==> src/rtl/au_norm_iter_pkg.sv <==
`default_nettype none
// ============================================================================
// Module   : au_norm_iter_pkg
// Purpose  : Shared definitions for the iterative leading-zero normalizer.
//            Holds the FSM state encodings used by au_norm_iter.
// Ports    : none (package)
// Revision : 1.0 - initial release
// ============================================================================
package au_norm_iter_pkg;

  localparam logic [1:0] c_IDLE_ENC  = 2'd0;
  localparam logic [1:0] c_SHIFT_ENC = 2'd1;
  localparam logic [1:0] c_DONE_ENC  = 2'd2;

  typedef enum logic [1:0] {
    IDLE  = c_IDLE_ENC,
    SHIFT = c_SHIFT_ENC,
    DONE  = c_DONE_ENC
  } state_e;

endpackage : au_norm_iter_pkg
`default_nettype wire

==> src/rtl/au_norm_iter_step.sv <==
`default_nettype none
// ============================================================================
// Module   : au_norm_iter_step
// Purpose  : Combinational single-iteration step of the normalizer. Given the
//            working value it produces the value after one SHIFT cycle and
//            the amount added to the shift count.
// Ports    : val_i     - current working value
//            next_o    - working value after this iteration's shift
//            inc_o     - shift amount applied (1 or STEP)
//            msb_set_o - working value is already normalized
// Revision : 1.0 - initial release
// ============================================================================
module au_norm_iter_step
  import au_norm_iter_pkg::*;
#(
  parameter  int WIDTH = 8,
  parameter  int STEP  = 1,
  localparam int CW    = $clog2(WIDTH + 1)
) (
  input  logic [WIDTH-1:0] val_i,
  output logic [WIDTH-1:0] next_o,
  output logic [CW-1:0]    inc_o,
  output logic             msb_set_o
);

  assign msb_set_o = val_i[WIDTH-1];

  if (STEP > 1) begin : g_multi
    // A wide shift is only safe when every bit it discards is zero;
    // otherwise fall back to single-bit steps so the MSB lands exactly.
    logic w_top_zero;
    assign w_top_zero = (val_i[WIDTH-1 -: STEP] == '0);
    assign next_o     = w_top_zero ? (val_i << STEP) : (val_i << 1);
    assign inc_o      = w_top_zero ? CW'(STEP) : CW'(1);
  end else begin : g_single
    assign next_o = val_i << 1;
    assign inc_o  = CW'(1);
  end

endmodule : au_norm_iter_step
`default_nettype wire

==> src/rtl/au_norm_iter.sv <==
`default_nettype none
// ============================================================================
// Module   : au_norm_iter
// Purpose  : Iterative normalizer. Shifts an operand left until its MSB is
//            set, reporting the shift count (leading-zero count) and a flag
//            for an all-zero operand. One operation in flight, valid/ready
//            handshakes on both sides.
// Ports    : clk, rst            - clock, asynchronous active-high reset
//            in_valid/in_ready/a - operand handshake and data
//            out_valid/out_ready - result handshake
//            z, cnt, zero        - normalized value, shift count, zero flag
// Revision : 1.0 - initial release
// ============================================================================
module au_norm_iter
  import au_norm_iter_pkg::*;
#(
  parameter  int WIDTH = 8,
  parameter  int STEP  = 1,
  localparam int CW    = $clog2(WIDTH + 1)
) (
  input  logic             clk,
  input  logic             rst,
  input  logic             in_valid,
  output logic             in_ready,
  input  logic [WIDTH-1:0] a,
  output logic             out_valid,
  input  logic             out_ready,
  output logic [WIDTH-1:0] z,
  output logic [CW-1:0]    cnt,
  output logic             zero
);

  state_e           state_q, state_d;
  logic [WIDTH-1:0] work_q, work_d;
  logic [CW-1:0]    cnt_q, cnt_d;
  logic             zero_q, zero_d;

  logic [WIDTH-1:0] step_next;
  logic [CW-1:0]    step_inc;
  logic             step_msb;

  au_norm_iter_step #(
    .WIDTH (WIDTH),
    .STEP  (STEP)
  ) u_step (
    .val_i     (work_q),
    .next_o    (step_next),
    .inc_o     (step_inc),
    .msb_set_o (step_msb)
  );

  always_ff @(posedge clk or posedge rst) begin
    if (rst) begin
      state_q <= IDLE;
      work_q  <= '0;
      cnt_q   <= '0;
      zero_q  <= 1'b0;
    end else begin
      state_q <= state_d;
      work_q  <= work_d;
      cnt_q   <= cnt_d;
      zero_q  <= zero_d;
    end
  end

  always_comb begin
    state_d = state_q;
    work_d  = work_q;
    cnt_d   = cnt_q;
    zero_d  = zero_q;
    unique case (state_q)
      IDLE: begin
        if (in_valid) begin
          work_d = a;
          if (a == '0) begin
            // Nothing to shift: report the full width immediately.
            cnt_d   = CW'(WIDTH);
            zero_d  = 1'b1;
            state_d = DONE;
          end else begin
            cnt_d   = '0;
            zero_d  = 1'b0;
            state_d = SHIFT;
          end
        end
      end
      SHIFT: begin
        if (step_msb) begin
          state_d = DONE;
        end else begin
          work_d = step_next;
          cnt_d  = cnt_q + step_inc;
        end
      end
      DONE: begin
        if (out_ready) begin
          state_d = IDLE;
        end
      end
      default: begin
        state_d = IDLE;
      end
    endcase
  end

  // Gated by rst so no operand is offered while reset is held.
  assign in_ready  = (state_q == IDLE) && !rst;
  assign out_valid = (state_q == DONE);
  assign z         = work_q;
  assign cnt       = cnt_q;
  assign zero      = zero_q;

endmodule : au_norm_iter
`default_nettype wire

==> config.mk <==
export PLATFORM = sky130hd
export DESIGN_NAME = au_norm_iter
export DESIGN_NICKNAME = d
export VERILOG_FILES = /design/src/rtl/au_norm_iter_pkg.sv /design/src/rtl/au_norm_iter_step.sv /design/src/rtl/au_norm_iter.sv
export SDC_FILE = /design/constraint.sdc
export NUM_CORES = 1
export LEC_CHECK = 0
export CELL_PAD_IN_SITES_DETAIL_PLACEMENT = 0
export CELL_PAD_IN_SITES_GLOBAL_PLACEMENT = 1
export CORE_MARGIN = 1.5
export CORE_UTILIZATION = 35
export CTS_BUF_LIST = sky130_fd_sc_hd__clkbuf_4
export DETAILED_ROUTE_END_ITERATION = 12
export PLACE_DENSITY_LB_ADDON = 0.1
export SKIP_LAST_GASP = 1
export SYNTH_ARGS = -nofsm -noshare
export SYNTH_HDL_FRONTEND = slang
export SYNTH_SLANG_ARGS = --single-unit
==> constraint.sdc <==
create_clock -name clk -period 1.4 [get_ports clk]
set_input_delay 0.14 -clock clk [delete_from_list [all_inputs] [get_ports clk]]
set_output_delay 0.14 -clock clk [all_outputs]
set_load 0.02 [all_outputs]
# Yosys cells after proc, flatten, opt, wreduce, memory -nomap -nowiden
# Cells that the tools add are included.
# totals
ff_bits	15
input_bits	12
# op_classes
add_sub_neg	1
n_eq_ne	6
muxes	13
reduce_logical	9
# ops
operator	n
2-to-1 mux 8 bit	2
one-hot mux 8 bit (2 select lines)	1
2-to-1 mux 4 bit	3
logical NOT 8 bit	1
2-to-1 mux 2 bit	4
one-hot mux 4 bit (2 select lines)	1
inequality test 2 bit, second input constant	3
one-hot mux 2 bit (3 select lines)	1
AND reduction 3 bit	2
adder 4 x 1 -> 4 bit, second input constant	1
AND reduction 2 bit	2
equality test 2 x 1 -> 1 bit, second input constant	1
equality test 2 bit, second input constant	1
logical NOT 2 bit	1
inequality test 2 x 1 -> 1 bit, second input constant	1
nonzero test 2 bit	1
logical AND 1 bit	1
logical NOT 1 bit	1
2-to-1 mux 1 bit	1

# Longest topological paths before layout
# depth
ltp_word	4
depth_mapped	5

# Modules after synthesis
# From an unflattened synthesis, not the netlist that was laid out.
# unflattened
hier_cells	100
hier_area_um2	937.1
# modules_own_cells
module	instances	cells_per_inst	area_each_um2
au_norm_iter	1	85	832.0
au_norm_iter_step	1	15	105.1

# Worst setup path after synthesis
# No wires, ideal clock.
# synth_timing
path_type	register to register
start	register state_q[1]
end	register cnt_q[3], in the netlist cnt[3]
arrival_time_ps	1159
setup_slack_ps	113
stages_incl_launch_ff	6
path_buffers	2
period_less_slack_ps	1287
cell_sequence	dfrtp_1 buf_6 nor3b_4 buf_6 mux2i_1 o211ai_2
# synth_via
elab_chain_cells	3
elab_cells_between_ends	7
cone_classes	eq/ne: 3; mux: 1; reduce/logical: 3
# synth_rtl
item	line	source
start, declared	au_norm_iter.sv:33	state_e state_q, state_d;
start signal, assigned	au_norm_iter.sv:59	state_q <= state_d;
equality test 2 x 1 -> 1 bit / logical NOT 2 bit (equally long branches)	au_norm_iter.sv:71	unique case (state_q)
inequality test 2 bit (no source line) / nonzero test 2 bit (equally long branches)	-	
AND reduction 3 bit (no source line)	-	
end signal, assigned	au_norm_iter.sv:61	cnt_q <= cnt_d;
end, declared	au_norm_iter.sv:35	logic [CW-1:0] cnt_q, cnt_d;
# Parallel ways exist; a longest one is shown, timed or not.
# A chain may end at the register's enable or synchronous reset.

# Final worst setup path
# layout_timing
start	register state_q[0]
end	register work_q[4], in the netlist z[4]
# layout_via
elab_chain_cells	3
elab_cells_between_ends	7
cone_classes	eq/ne: 3; mux: 1; reduce/logical: 3
# layout_rtl
item	line	source
equality test 2 x 1 -> 1 bit / logical NOT 2 bit (equally long branches)	au_norm_iter.sv:71	
inequality test 2 bit (no source line) / nonzero test 2 bit (equally long branches)	-	
AND reduction 3 bit (no source line)	-	
end signal, assigned	au_norm_iter.sv:60	work_q <= work_d;
end, declared	au_norm_iter.sv:34	logic [WIDTH-1:0] work_q, work_d;
# Parallel ways exist; a longest one is shown, timed or not.

==> flow_summary.json <==
{
  "finalWirelength_um": 1710,
  "diodes": 0,
  "slew_headroom_pct": 81.0,
  "dr.first_iter.drc_count": 5,
  "min_period_ps": 1460,
  "fp.dieH_um": 50.0,
  "vias_per_cell": 4.90,
  "rsz0062_at_grt": "true",
  "grt_pass1_wl_um": 2770,
  "cts_tree": "built",
  "synthFlopType": "dfrtp_1",
  "synth_nets": 80,
  "ant_nets": 0,
  "met3RoutedLength_um": 82,
  "endpoint_kind": "flip-flop",
  "wl_met1_um": 772,
  "vias": 676,
  "first_pass_iters": 4,
  "vdd_drop_max_mv": 1.11,
  "hold_path.class": "primary input to async pin",
  "fin_skew_ps": 0.862,
  "leakage_nw": 0.645,
  "die-area_mm2": 0.00250,
  "yosysWarnings": 0,
  "antenna_found_initial": 0,
  "p_sw_uw": 860,
  "dp_hpwl_um": 1240,
  "fin_area_mm2": 0.00122,
  "crit_required_ps": 1580,
  "die_w_um": 50.0,
  "finalSetupViolations": 5,
  "switching_share_pct": 38.6,
  "holdBufCountCts": 0,
  "place_ws_ps": -125,
  "syn_area_per_cell_um2": 11.6,
  "seq_area_frac_synth_pct": 48.5,
  "synth_cell_types": 29,
  "wl_met2_um": 834,
  "top_layer": "met4",
  "syn_area_um2": 774,
  "syn_inst": 67,
  "grt_pass1_vias": 629,
  "ioPinCount": 27,
  "layout_setup_ws_ps": -64.4,
  "start_kind": "flip-flop",
  "cts_made_buffers": 3,
  "p_seq_share_pct": 34.3,
  "final_nets": 125,
  "crit_arrival_ps": 1640,
  "cts_sinks": 15,
  "htreeDepth": 1,
  "status": "complete, but fails checks",
  "numPortBuffers": 26,
  "final_util_pct": 60.5,
  "tightest_slew_ps": 282,
  "intPower_mw": 1.37,
  "hold_viol_final": 0,
  "gp_congestion": 0.695,
  "ys_seq_elements": 15,
  "clkLatencyLatePin_ps": 280,
  "cp_max_fo": 9,
  "rows": 16,
  "grt_start_max_net_pins": 16,
  "p_clk_share_pct": 12.0,
  "cap_violations": 0,
  "async_reset_ff_share_pct": 100,
  "fill_cells": 179,
  "violations": "setup timing",
  "clockBufferDepth": 2,
  "final_max_slew_viol_count": 0,
  "coreArea_mm2": 0.00202,
  "timing.fmax_mhz": 683,
  "wl_per_cell_um": 12.4,
  "multi_input_area_um2": 357,
  "total_power_mw": 2.23,
  "syn_to_final_growth_pct": 57.8,
  "period_share_pct": 105,
  "critPathKind": "flip-flop to flip-flop",
  "path_clk_slew_ps": 90,
  "post-route-drc-count": 0,
  "grt-ovfl-total": 0,
  "final_layout_size_suffix_gt1_share_pct": 31.5,
  "regArea_um2": 377,
  "track_usage_pct": 14.7,
  "r2r_cells": 6,
  "synth_edf_count": 0,
  "initial_core_util_pct": 38.3,
  "combPwrFrac_pct": 53.8,
  "postPlaceCellArea_mm2": 0.00114,
  "cts-root-buf": "clkbuf_4",
  "p_per_area_mw_per_mm2": 1820
}
worst max-delay path, cell delays in order, from the launching register on:
cell and delay (ps):
dfrtp_2 480, nor3b_4 180, buf_4 140, buf_6 110, buf_4 120, a22o_1 180, a21o_1 150
placed cells by master, fill, tap and decap left out, types with 2 or more instances in the layout:
cell / count
a21oi_1: 3
clkdlybuf4s50_1: 11
clkbuf_4: 4
nor4_1: 2
dlymetal6s2s_1: 2
nor3b_4: 2
dfrtp_1: 14
a21o_1: 5
buf_6: 3
inv_1: 3
nor2_1: 3
a22o_1: 7
nand3_1: 2
nand2_1: 3
dlygate4sd2_1: 11
buf_4: 15
state kept, by name, summed over array words and instances (netlist names):
name,flops
state_q,2
cnt,4
z,8
zero,1
cell usage after synthesis (all sizes together), types with 2 or more instances:
cell,number,area [µm²]
a21o,5,37.5
nor3b,2,31.3
nor3,2,15.0
a22o,7,61.3
inv,3,11.3
nand3,2,10.0
dfrtp,15,375
nand2,3,11.3
a21oi,3,15.0
nor4,2,12.5
nor2,4,15.0
o211ai,2,20.0
buf,5,48.8
area by class of cell:
| cell class | count | share of cell area, % |
|---|---|---|
| repair buffers | 45 | 33.9 |
| flip-flops and latches | 15 | 30.8 |
| well taps | 27 | 2.76 |
| multi-input cells | 44 | 29.2 |
| clock buffers | 4 | 2.46 |
| inverters | 3 | 0.921 |
per-layer routing:
layer	up-vias	global-route usage [%]
li1	332	-
met1	325	17.5
met2	17	24.6
met3	2	2.73
met4	0	8.33
met5	-	0
power groups by stage:
| stage | Sequential (mW) | Clock (mW) | Combinational [mW] |
|---|---|---|---|
| final | 0.763 | 0.267 | 1.20 |
| after detailed placement | 0.768 | 0 | 1.19 |
| after CTS | 0.761 | 0.282 | 1.13 |
| after global routing | 0.791 | 0.294 | 1.29 |
| after global placement | 0.765 | 0 | 1.19 |
| after floorplan | 0.867 | 0 | 0.608 |
repair_timing:
| item | 4_1_cts | 5_1_grt |
|---|---|---|
| pin swaps | 1 | 1 |
| endpoints found under the setup margin | 16 | 15 |
| resized for setup | 18 | 10 |
| setup buffers | 2 | 4 |
worst paths after layout:
kind | startpoint | to | slack [ps]
max in group asynchronous | rst | state_q[0] | 1020
worst max register to register | state_q[0] | z[4] | -60
min in group clk | zero | zero | 490
worst max-delay path | state_q[0] | z[4] | -60
worst min-delay path | rst | zero | 190
worst min register to register | zero | zero | 490
stage by stage:
step                std cells  setup TNS, ps  hold WS (ps)
finish                    138           -219           191
global placement          129           -372           460
global route              138           -603           224
floorplan                  67              0          41.5
CTS                       135           -149           188
detailed placement        129           -883           492
cell families after synthesis:
logic type	count (synthesis)	share of synthesized area (%)
AND/OR/NAND/NOR	21	18.6
AO/OA/AOI/OAI	19	19.7
flip-flops	15	48.5
buffers and inverters	8	7.75
multiplexers	2	2.75
XOR/XNOR	1	1.13
adder cells (fa/ha/maj)	1	1.62
(Power assumes the default switching activity.)
